`config.mk`:
```
export PLATFORM = sky130hd
export DESIGN_NAME = pipelined_adder
export DESIGN_NICKNAME = d
export VERILOG_FILES = /design/src/rtl/pipelined_adder.sv
export SDC_FILE = /design/constraint.sdc
export NUM_CORES = 1
export LEC_CHECK = 0
export CORE_MARGIN = 10
export CORE_UTILIZATION = 30
export CTS_CLUSTER_DIAMETER = 120
export CTS_CLUSTER_SIZE = 20
export DETAILED_ROUTE_END_ITERATION = 12
export PLACE_DENSITY_LB_ADDON = 0.08
export SLEW_MARGIN = 10
export SYNTH_ARGS = -nofsm -noshare
export SYNTH_HDL_FRONTEND = slang
export SYNTH_SLANG_ARGS = --single-unit
```
`constraint.sdc`:
```
create_clock -name clk -period 2.75 [get_ports clk]
set_input_delay 0.55 -clock clk [delete_from_list [all_inputs] [get_ports clk]]
set_output_delay 0.55 -clock clk [all_outputs]
set_load 0.02 [all_outputs]
```
`src/rtl/pipelined_adder.sv`:
```
// N-bit add/subtract split into S carry-registered segments with valid/ready on both sides.
// Operands travel down the pipeline with each transaction; stage i adds only segment i.
module pipelined_adder #(
  parameter int unsigned N = 16,
  parameter int unsigned S = 4
) (
  input  logic         clk,
  input  logic         rst_n,
  input  logic         in_valid,
  output logic         in_ready,
  input  logic [N-1:0] a,
  input  logic [N-1:0] b,
  input  logic         cin,
  input  logic         sub,
  output logic         out_valid,
  input  logic         out_ready,
  output logic [N-1:0] sum,
  output logic         cout,
  output logic [N:0]   final_sum,
  output logic         ovf
);

  localparam int unsigned W = N / S;

  logic         w_en;
  logic [N-1:0] w_bp;
  logic [N-1:0] w_a_src [S];
  logic [N-1:0] w_b_src [S];
  logic [N-1:0] w_p_src [S];
  logic [N-1:0] w_p_nxt [S];
  logic [W:0]   w_seg   [S];
  logic [S-1:0] w_c_src;
  logic [S-1:0] w_v_src;
  logic [S-1:0] w_c_nxt;
  logic         w_ovf_nxt;

  logic [S-1:0] r_valid;
  logic [S-1:0] r_carry;
  logic [N-1:0] r_a    [S];
  logic [N-1:0] r_b    [S];
  logic [N-1:0] r_psum [S];
  logic         r_ovf;

  // Whole pipeline advances together; a stalled output freezes every stage.
  assign w_en = !r_valid[S-1] || out_ready;

  // Stage inputs and per-segment ripple add.
  always_comb begin
    w_bp       = sub ? ~b : b;
    w_a_src[0] = a;
    w_b_src[0] = w_bp;
    w_p_src[0] = '0;
    w_c_src[0] = sub | cin;
    w_v_src[0] = in_valid;
    for (int i = 1; i < S; i++) begin
      w_a_src[i] = r_a[i-1];
      w_b_src[i] = r_b[i-1];
      w_p_src[i] = r_psum[i-1];
      w_c_src[i] = r_carry[i-1];
      w_v_src[i] = r_valid[i-1];
    end
    for (int i = 0; i < S; i++) begin
      w_seg[i] = {1'b0, w_a_src[i][i*W +: W]} + {1'b0, w_b_src[i][i*W +: W]}
               + (W+1)'(w_c_src[i]);
      w_p_nxt[i]             = w_p_src[i];
      w_p_nxt[i][i*W +: W]   = w_seg[i][W-1:0];
      w_c_nxt[i]             = w_seg[i][W];
    end
    // Same-sign operands producing an opposite-sign result is the MSB carry-in/carry-out mismatch.
    w_ovf_nxt = (w_a_src[S-1][N-1] == w_b_src[S-1][N-1]) &&
                (w_p_nxt[S-1][N-1] != w_a_src[S-1][N-1]);
  end

  always_ff @(posedge clk or negedge rst_n) begin
    if (!rst_n) begin
      r_valid <= '0;
      r_carry <= '0;
      r_ovf   <= 1'b0;
      for (int i = 0; i < S; i++) begin
        r_a[i]    <= '0;
        r_b[i]    <= '0;
        r_psum[i] <= '0;
      end
    end else if (w_en) begin
      r_valid <= w_v_src;
      r_carry <= w_c_nxt;
      r_ovf   <= w_ovf_nxt;
      for (int i = 0; i < S; i++) begin
        r_a[i]    <= w_a_src[i];
        r_b[i]    <= w_b_src[i];
        r_psum[i] <= w_p_nxt[i];
      end
    end
  end

  assign in_ready  = w_en;
  assign out_valid = r_valid[S-1];
  assign sum       = r_psum[S-1];
  assign cout      = r_carry[S-1];
  assign final_sum = {r_carry[S-1], r_psum[S-1]};
  assign ovf       = r_ovf;

endmodule
```
## Yosys cells after proc, flatten, opt, wreduce, memory -nomap -nowiden

Index checks and enable logic that the tools add are counted.

| operators by class | value |
|---|---|
| divide/modulo/power cells | 0 |
| multipliers | 0 |
| bitwise operators | 2 |
| shift operators | 0 |
| mux-type cells | 1 |
| order comparisons | 0 |
| equal/unequal tests | 2 |
| $add $sub $neg | 8 |
| reductions and logical operators | 3 |

Operator list:

| operator | count |
|---|---|
| $add 4x4->5 | 4 |
| $add 5x1->5 | 4 |
| $mux 16 | 1 |
| $not 16->16 | 1 |
| $eq 1x1->1 | 1 |
| $logic_and 1x1->1 | 1 |
| $logic_not 1->1 | 1 |
| $logic_or 1x1->1 | 1 |
| $ne 1x1->1 | 1 |
| $or 1x1->1 | 1 |

| word-level totals | value |
|---|---|
| logic and storage cells | 29 |
| output and inout port bits | 37 |
| RAM bits | 0 |
| bits in latches | 0 |
| input bits | 38 |
| memory bits (read-only) | 0 |
| memories | 0 |
| bits in registers | 145 |

## Logic depth before layout (Yosys ltp)

Gate-level depths: netlist of the first run.

| depth | value |
|---|---|
| depth after elaboration | 4 |
| gate-level depth with buffers | 8 |
| gate-level depth less buffers | 6 |

## Worst setup path after synthesis of the first run

No wires, ideal clock.

| timing | value |
|---|---|
| path kind | input port to flip-flop |
| start point | input port sub |
| end point | register r_carry[0] |
| cell stages on the path | 8 |
| path buffers | 2 |
| slack | 0.284 ns |
| arrival | 2.334 ns |
| data required time | 2.619 ns |
| path through | buf_4 -> buf_4 -> or2_2 -> fa_1 -> fa_1 -> a21o_1 -> a21oi_1 -> a21oi_1 |

| on the way | value |
|---|---|
| cells in the longest elaborated chain, start to end | 3 |
| elaborated cells between the ends (all ways) | 4 |
| classes of those cells | add/sub: 2; mux: 1; bitwise: 1 |

RTL lines:

| element | RTL line | source |
|---|---|---|
| start, declared | 14 | `input logic sub,` |
| $mux 16 | 49 | `w_bp = sub ? ~b : b;` |
| $add 4x4->5 | 63 | `w_seg[i] = {1'b0, w_a_src[i][i*W +: W]} + {1'b0, w_b_src[i][i*W +: W]}` |
| $add 5x1->5 (*) | 64 | `+ (W+1)'(w_c_src[i]);` |
| end signal, assigned | 86 | `r_carry <= w_c_nxt;` |
| end, declared | 38 | `logic [S-1:0] r_carry;` |

Every way passes the cells marked *; elsewhere a longest branch is shown, timed or not.
A chain may end at the register's enable or synchronous reset.

## Worst setup path in the final report of the first run

| timing | value |
|---|---|
| start point | input port out_ready |
| end point | output port in_ready |

| on the way | value |
|---|---|
| cells in the longest elaborated chain, start to end | 1 |

RTL lines:

| element | RTL line | source |
|---|---|---|
| start, declared | 16 | `input logic out_ready,` |
| $logic_or 1x1->1 | 45 | `assign w_en = !r_valid[S-1] \|\| out_ready;` |
| end, declared | 10 | `output logic in_ready,` |

No other way between the ends.

==> flow_metrics.py, run 1 <==
metrics = {
    "floorplan": {
        "rows": 45,
        "dieHeight_um": 144,
        "die_width_um": 144,
        "io_pins": 75,
        "start_util": 0.304,
        "die_area_sq_um": 20600,
        "core_sq_um": 15100,
    },
    "worst_hold_path": {
        "hold_class": "in2async",
    },
    "setup_path": {
        "cp-end-kind": "output port",
        "crit_fanout": 2,
        "slowest_stage": "clkdlybuf4s50_1",
        "cp.arrival_ns": 1.85,
        "cpPeakStageDelay_ns": 0.56,
        "path_class": "in2out",
        "cp_data_required_time_ns": 2.20,
        "path_buf_inv": 3,
        "crit_family": "buffers and inverters",
        "cpMostUsedCell": "clkdlybuf4s50_1",
        "cp-start-kind": "primary input",
        "cp_cell_sequence": "clkdlybuf4s50_1 > nor2b_4 > inv_2 > clkdlybuf4s50_1",
    },
    "global_route": {
        "grt_pass1_wl_um": 15800,
        "antenna_found_initial": 0,
        "use_met1": 0.135,
        "grt_max_degree": 107,
        "met2_usage": 0.134,
        "grt_pass1_vias": 3109,
        "grt-ovfl-total": 0,
        "use_met3": 0.0244,
        "grt_busiest_layer": "met1",
        "grt_use_total": 0.0961,
    },
    "timing": {
        "slew_headroom": 0.506,
        "rsz0062_at_grt": "false",
        "hold_viol": 0,
        "setup_ws_ns": 0.352,
        "fin_skew_ns": 0.00335,
        "worstMarginPinSlew_ns": 0.741,
        "fmax_mhz": 417,
        "setup_viol": 0,
        "period_share": 0.872,
        "slew_violations": 0,
        "finalSetupTns_ns": 0,
        "final.min_clock_period_ns": 2.40,
    },
    "logic_synthesis": {
        "yosys-top-cells-area": "dfrtp_1 (53%), nand2_1 (18%), buf_4 (6.9%), fa_1 (3.5%), ha_1 (3.3%)",
        "yosysWarningCount": 0,
        "synthMostInstantiatedCell": "nand2_1",
        "synth.largest_area_cell": "dfrtp_1",
        "synth_edf_count": 0,
        "synthFlopType": "dfrtp_1",
        "synthTopCellsByCount": "nand2_1 (223), dfrtp_1 (97), buf_4 (42)",
        "synthArstFlopShare": 1.00,
        "syn_nets": 552,
        "yosys.area.top_type_share": 0.529,
        "syn_area_per_cell_sq_um": 9.28,
        "ys_seq_elements": 97,
        "syn-cell-area_sq_um": 4580,
        "synth_cell_types": 28,
        "syn-instance-count": 494,
        "yosysSeqAreaShare": 0.529,
    },
    "cts": {
        "post_cts_resized": 0,
        "clockBufferDepth": 2,
        "clock_latency_ns": 0.34,
        "cts_tree": "built",
        "clock-sinks": 97,
        "ctsHoldBuffers": 0,
        "path_clk_slew_ns": 0.06,
        "postCtsSetupRepairBufs": 0,
        "cts_buffers": 9,
        "htree_levels": 3,
        "cts-root-buf": "clkbuf_16",
    },
    "cells_and_area": {
        "antenna_cells": 0,
        "ff_latch_area_sq_um": 2430,
        "layout.nets": 588,
        "drive_above_1_share": 0.0486,
        "final_area_sq_um": 5530,
        "layout.cells.non_filler": 723,
        "finish.utilization": 0.366,
        "nFillCells": 1609,
        "multiInputGateArea_sq_um": 1740,
        "syn_to_final_growth_pct": 20.6,
    },
    "route": {
        "drtIter0Drc": 190,
        "antenna_left": 0,
        "first_pass_iters": 4,
        "post-route-drc-count": 0,
        "vias_per_cell": 4.21,
        "wire_per_inst_um": 13.0,
        "routed-via-count": 3043,
        "finalWirelength_um": 9370,
    },
    "placed_design": {
        "dp_hpwl_um": 6520,
        "placed_cells": 707,
        "dp_slack_ns": -0.0384,
        "gp_congestion": 0.724,
        "placed_area_sq_um": 5250,
        "portBuffers": 74,
    },
    "run_status": {
        "status": "finished, final reports clean",
    },
    "power": {
        "ir_drop_mv": 0.355,
        "power.density_nw_per_um2": 1120,
        "leakagePower_nw": 2.66,
    },
    "flow_run": {
        "maxCapViolCount": 0,
    },
}
metal layers:
metal  share of wire  wire, um
met1            0.52      4900
met2            0.41      3820
met4           0.019       176
met5               0         0
met3           0.051       476
through the flow:
| step | power, W | hold WS (ns) |
|---|---|---|
| 2_1_floorplan | 0.00444 | 0.254 |
| 3_3_place_gp | 0.00509 | 0.442 |
| 3_5_place_dp | 0.00515 | 0.455 |
| 4_1_cts | 0.00635 | 0.162 |
| 5_1_grt | 0.00679 | 0.174 |
| 6_report | 0.00621 | 0.151 |
registers in the layout, indices dropped and copies added, names as in the netlist:
register,count
sum,16
r_a,24
r_valid,4
r_psum,24
r_carry,4
ovf,1
r_b,24
cell families after synthesis:
kind of cell               share of synthesized area
and+or+nand+nor                                0.207
DFF                                            0.529
buffers and inverters                         0.0931
AOI/OAI and AO/OA                             0.0579
xor gates and xnor gates                      0.0382
adders and majority gates                     0.0677
muxes                                        0.00655
area by class of cell:
cell class	count	area share
multi-input cells	331	0.314
inverters	10	0.00679
clock inverters	3	0.00272
flip-flops and latches	97	0.439
well taps	188	0.0425
clock buffers	13	0.0471
repair buffers	81	0.148
power by group:
| part | leakage [nW] | total [W] | internal, W | switching, W |
|---|---|---|---|---|
| Sequential | 1.18 | 0.00245 | 0.00206 | 0.000392 |
| Clock | 0.139 | 0.00116 | 0.000658 | 0.000498 |
| Combinational | 1.35 | 0.00260 | 0.00116 | 0.00144 |
| Total | 2.66 | 0.00621 | 0.00388 | 0.00233 |
path summary, 6_finish.rpt:
kind                            startpoint          to  slack (ns)  cells past startpoint
min in group clk                   r_b[45]     r_b[45]        0.47                      2
max in group asynchronous            rst_n     r_a[59]        1.87                      2
worst max-delay path             out_ready    in_ready        0.35                      4
worst max register to register  r_carry[2]  r_carry[3]        0.83                      5
worst min-delay path                 rst_n  r_carry[0]        0.15                      1
worst min register to register     r_b[45]     r_b[45]        0.47                      2
layout by cell type (no fill, tap or decap):
master and instances:
nand2_1 223, dfrtp_1 97, clkdlybuf4s50_1 73, o21ai_0 18
xnor2_1 15, a21oi_1 13, ha_1 12, clkbuf_16 9
fa_1 8, inv_1 7, nor2_1 7, buf_4 6
xor2_1 5, nor2b_1 4, a21o_1 4, nand3_1 4
o2111ai_1 3, or4_1 3, mux2i_1 3, clkinv_2 3
a21boi_0 2, a211oi_1 2, clkinv_1 2, clkbuf_1 2
clkbuf_8 2, buf_12 2, or2_2 1, nor2b_4 1
inv_2 1, nand2b_1 1, o31ai_1 1, o41ai_2 1
No activity file was read; power rests on OpenSTA's default activity.
==> run 2: changes to the inputs <==
- HOLD_SLACK_MARGIN: default -> 0.03
==> results of run 2 <==
Same layout as run 1: the final DEF is identical, and so are final timing and power.
==> run 3: changes to the inputs <==
- CORE_MARGIN: 10 -> 8
==> run 3 against run 2 <==
Cell count fell by 0.28%. Die area fell by 5.5%. Hold slack improved by 0.049 ns. Clock power rose by 24%. Via count grew 0.85%. Count of clock-buffer cells in the layout decreased by 2. Critical path depth unchanged. Cell area up 1.2%. Utilization grew 0.45 points. Largest cell class unchanged. Highest routed layer unchanged.
==> flow_metrics.py, run 3 (synthesis gave the netlist of run 1 again) <==
metrics = {
    "route": {
        "first_pass_iters": 4,
        "finalWirelength_um": 9350,
        "drtIter0Drc": 209,
        "post-route-drc-count": 0,
        "vias_per_cell": 4.26,
        "antenna_left": 0,
        "routed-via-count": 3069,
        "wire_per_inst_um": 13.0,
    },
    "timing": {
        "worstMarginPinSlew_ns": 0.576,
        "fmax_mhz": 413,
        "setup_ws_ns": 0.326,
        "final.min_clock_period_ns": 2.42,
        "slew_violations": 0,
        "finalSetupTns_ns": 0,
        "slew_headroom": 0.616,
        "hold_viol": 0,
        "rsz0062_at_grt": "false",
        "setup_viol": 0,
        "period_share": 0.882,
        "fin_skew_ns": 0.00733,
    },
    "cts": {
        "clock_latency_ns": 0.35,
        "cts_tree": "built",
        "ctsHoldBuffers": 0,
        "path_clk_slew_ns": 0.07,
        "post_cts_resized": 0,
        "htree_levels": 3,
        "clockBufferDepth": 2,
        "cts_buffers": 9,
        "clock-sinks": 97,
        "cts-root-buf": "clkbuf_16",
        "postCtsSetupRepairBufs": 0,
    },
    "placed_design": {
        "portBuffers": 74,
        "placed_cells": 705,
        "placed_area_sq_um": 5250,
        "gp_congestion": 0.729,
        "dp_hpwl_um": 6140,
        "dp_slack_ns": -0.0606,
    },
    "worst_hold_path": {
        "hold_class": "in2async",
    },
    "global_route": {
        "grt_max_degree": 107,
        "grt_use_total": 0.100,
        "grt_pass1_vias": 3098,
        "antenna_found_initial": 0,
        "grt_pass1_wl_um": 15700,
        "grt-ovfl-total": 0,
    },
    "power": {
        "comb_power_share": 0.402,
        "ir_drop_mv": 0.461,
        "p_sw_w": 0.00236,
        "switching_share": 0.364,
        "clkPwrFrac": 0.222,
        "leakagePower_nw": 2.68,
        "p_int_w": 0.00414,
        "p_seq_frac": 0.376,
        "power.density_nw_per_um2": 1160,
    },
    "setup_path": {
        "crit_fanout": 2,
        "cp.arrival_ns": 1.87,
        "cp-end-kind": "output port",
        "cpPeakStageDelay_ns": 0.57,
        "cpMostUsedCell": "clkdlybuf4s50_1",
        "path_class": "in2out",
        "cp-start-kind": "primary input",
        "cp_cell_sequence": "clkdlybuf4s50_1 > nor2b_4 > inv_2 > clkdlybuf4s50_1",
        "rrSetupSlack_ns": 0.82,
        "slowest_stage": "clkdlybuf4s50_1",
        "cp_data_required_time_ns": 2.20,
    },
    "cells_and_area": {
        "final_area_sq_um": 5600,
        "final_common_cell": "nand2_1",
        "syn_to_final_growth_pct": 22.1,
        "layout.cells.non_filler": 721,
        "antenna_cells": 0,
        "drive_above_1_share": 0.0469,
        "reg.largest.list": "r_a: 24 flops, r_b: 24 flops, r_psum: 24 flops",
        "layout_common_cells": "nand2_1 (223), dfrtp_1 (97), clkdlybuf4s50_1 (73)",
        "layout.nets": 586,
    },
    "flow_run": {
        "maxCapViolCount": 0,
    },
    "floorplan": {
        "dieHeight_um": 140,
        "core_sq_um": 15100,
        "start_util": 0.304,
        "io_pins": 75,
        "die_area_sq_um": 19500,
        "rows": 45,
        "die_width_um": 140,
    },
    "run_status": {
        "status": "finished, final reports clean",
    },
}
-- run 3: final timing paths --
check / cells past startpoint / endpoint / startpoint
setup / recovery: 4 / in_ready / out_ready
hold / removal: 1 / r_psum[50] / rst_n
setup reg to reg: 5 / r_carry[3] / r_carry[2]
hold reg to reg: 2 / r_psum[17] / r_psum[17]
max in group asynchronous: 2 / r_b[40] / rst_n
min in group clk: 2 / r_psum[17] / r_psum[17]
-- run 3: stage by stage --
step | utilization | power (W) | hold WS [ns]
detailed placement | 0.348 | 0.00513 | 0.453
CTS | 0.371 | 0.00662 | 0.210
global placement | 0.348 | 0.00509 | 0.442
finish | 0.371 | 0.00650 | 0.201
floorplan | - | 0.00444 | 0.254
global route | 0.371 | 0.00702 | 0.235
-- run 3: area by class of cell --
cell class                 count  area [sq um]
clock buffer                  11           243
clock inverter                 5           103
fill                        1574          9490
inverter                      10          37.5
multi-input combinational    331          1740
sequential                    97          2430
tap                          188           235
timing repair buffer          79           813
-- run 3: worst max-delay path: cells and delay by family --
kind / cells / cell delay [ns]
buf+inv: 3 / 1.09
simple gates: 1 / 0.22
-- run 3: layer usage --
metal  vias up  share of wire  GRT usage
met5         -              0          0
li1       1574              -          -
met2        65           0.39      0.142
met1      1419           0.53      0.136
met4         0          0.019     0.0446
met3        11          0.054     0.0339
-- run 3: power by group through the flow --
stage | Clock [W] | Sequential [W] | Combinational (W)
finish | 0.00144 | 0.00245 | 0.00261
detailed placement | 0 | 0.00248 | 0.00265
global placement | 0 | 0.00246 | 0.00262
CTS | 0.00150 | 0.00246 | 0.00267
floorplan | 0 | 0.00240 | 0.00204
global route | 0.00154 | 0.00254 | 0.00293
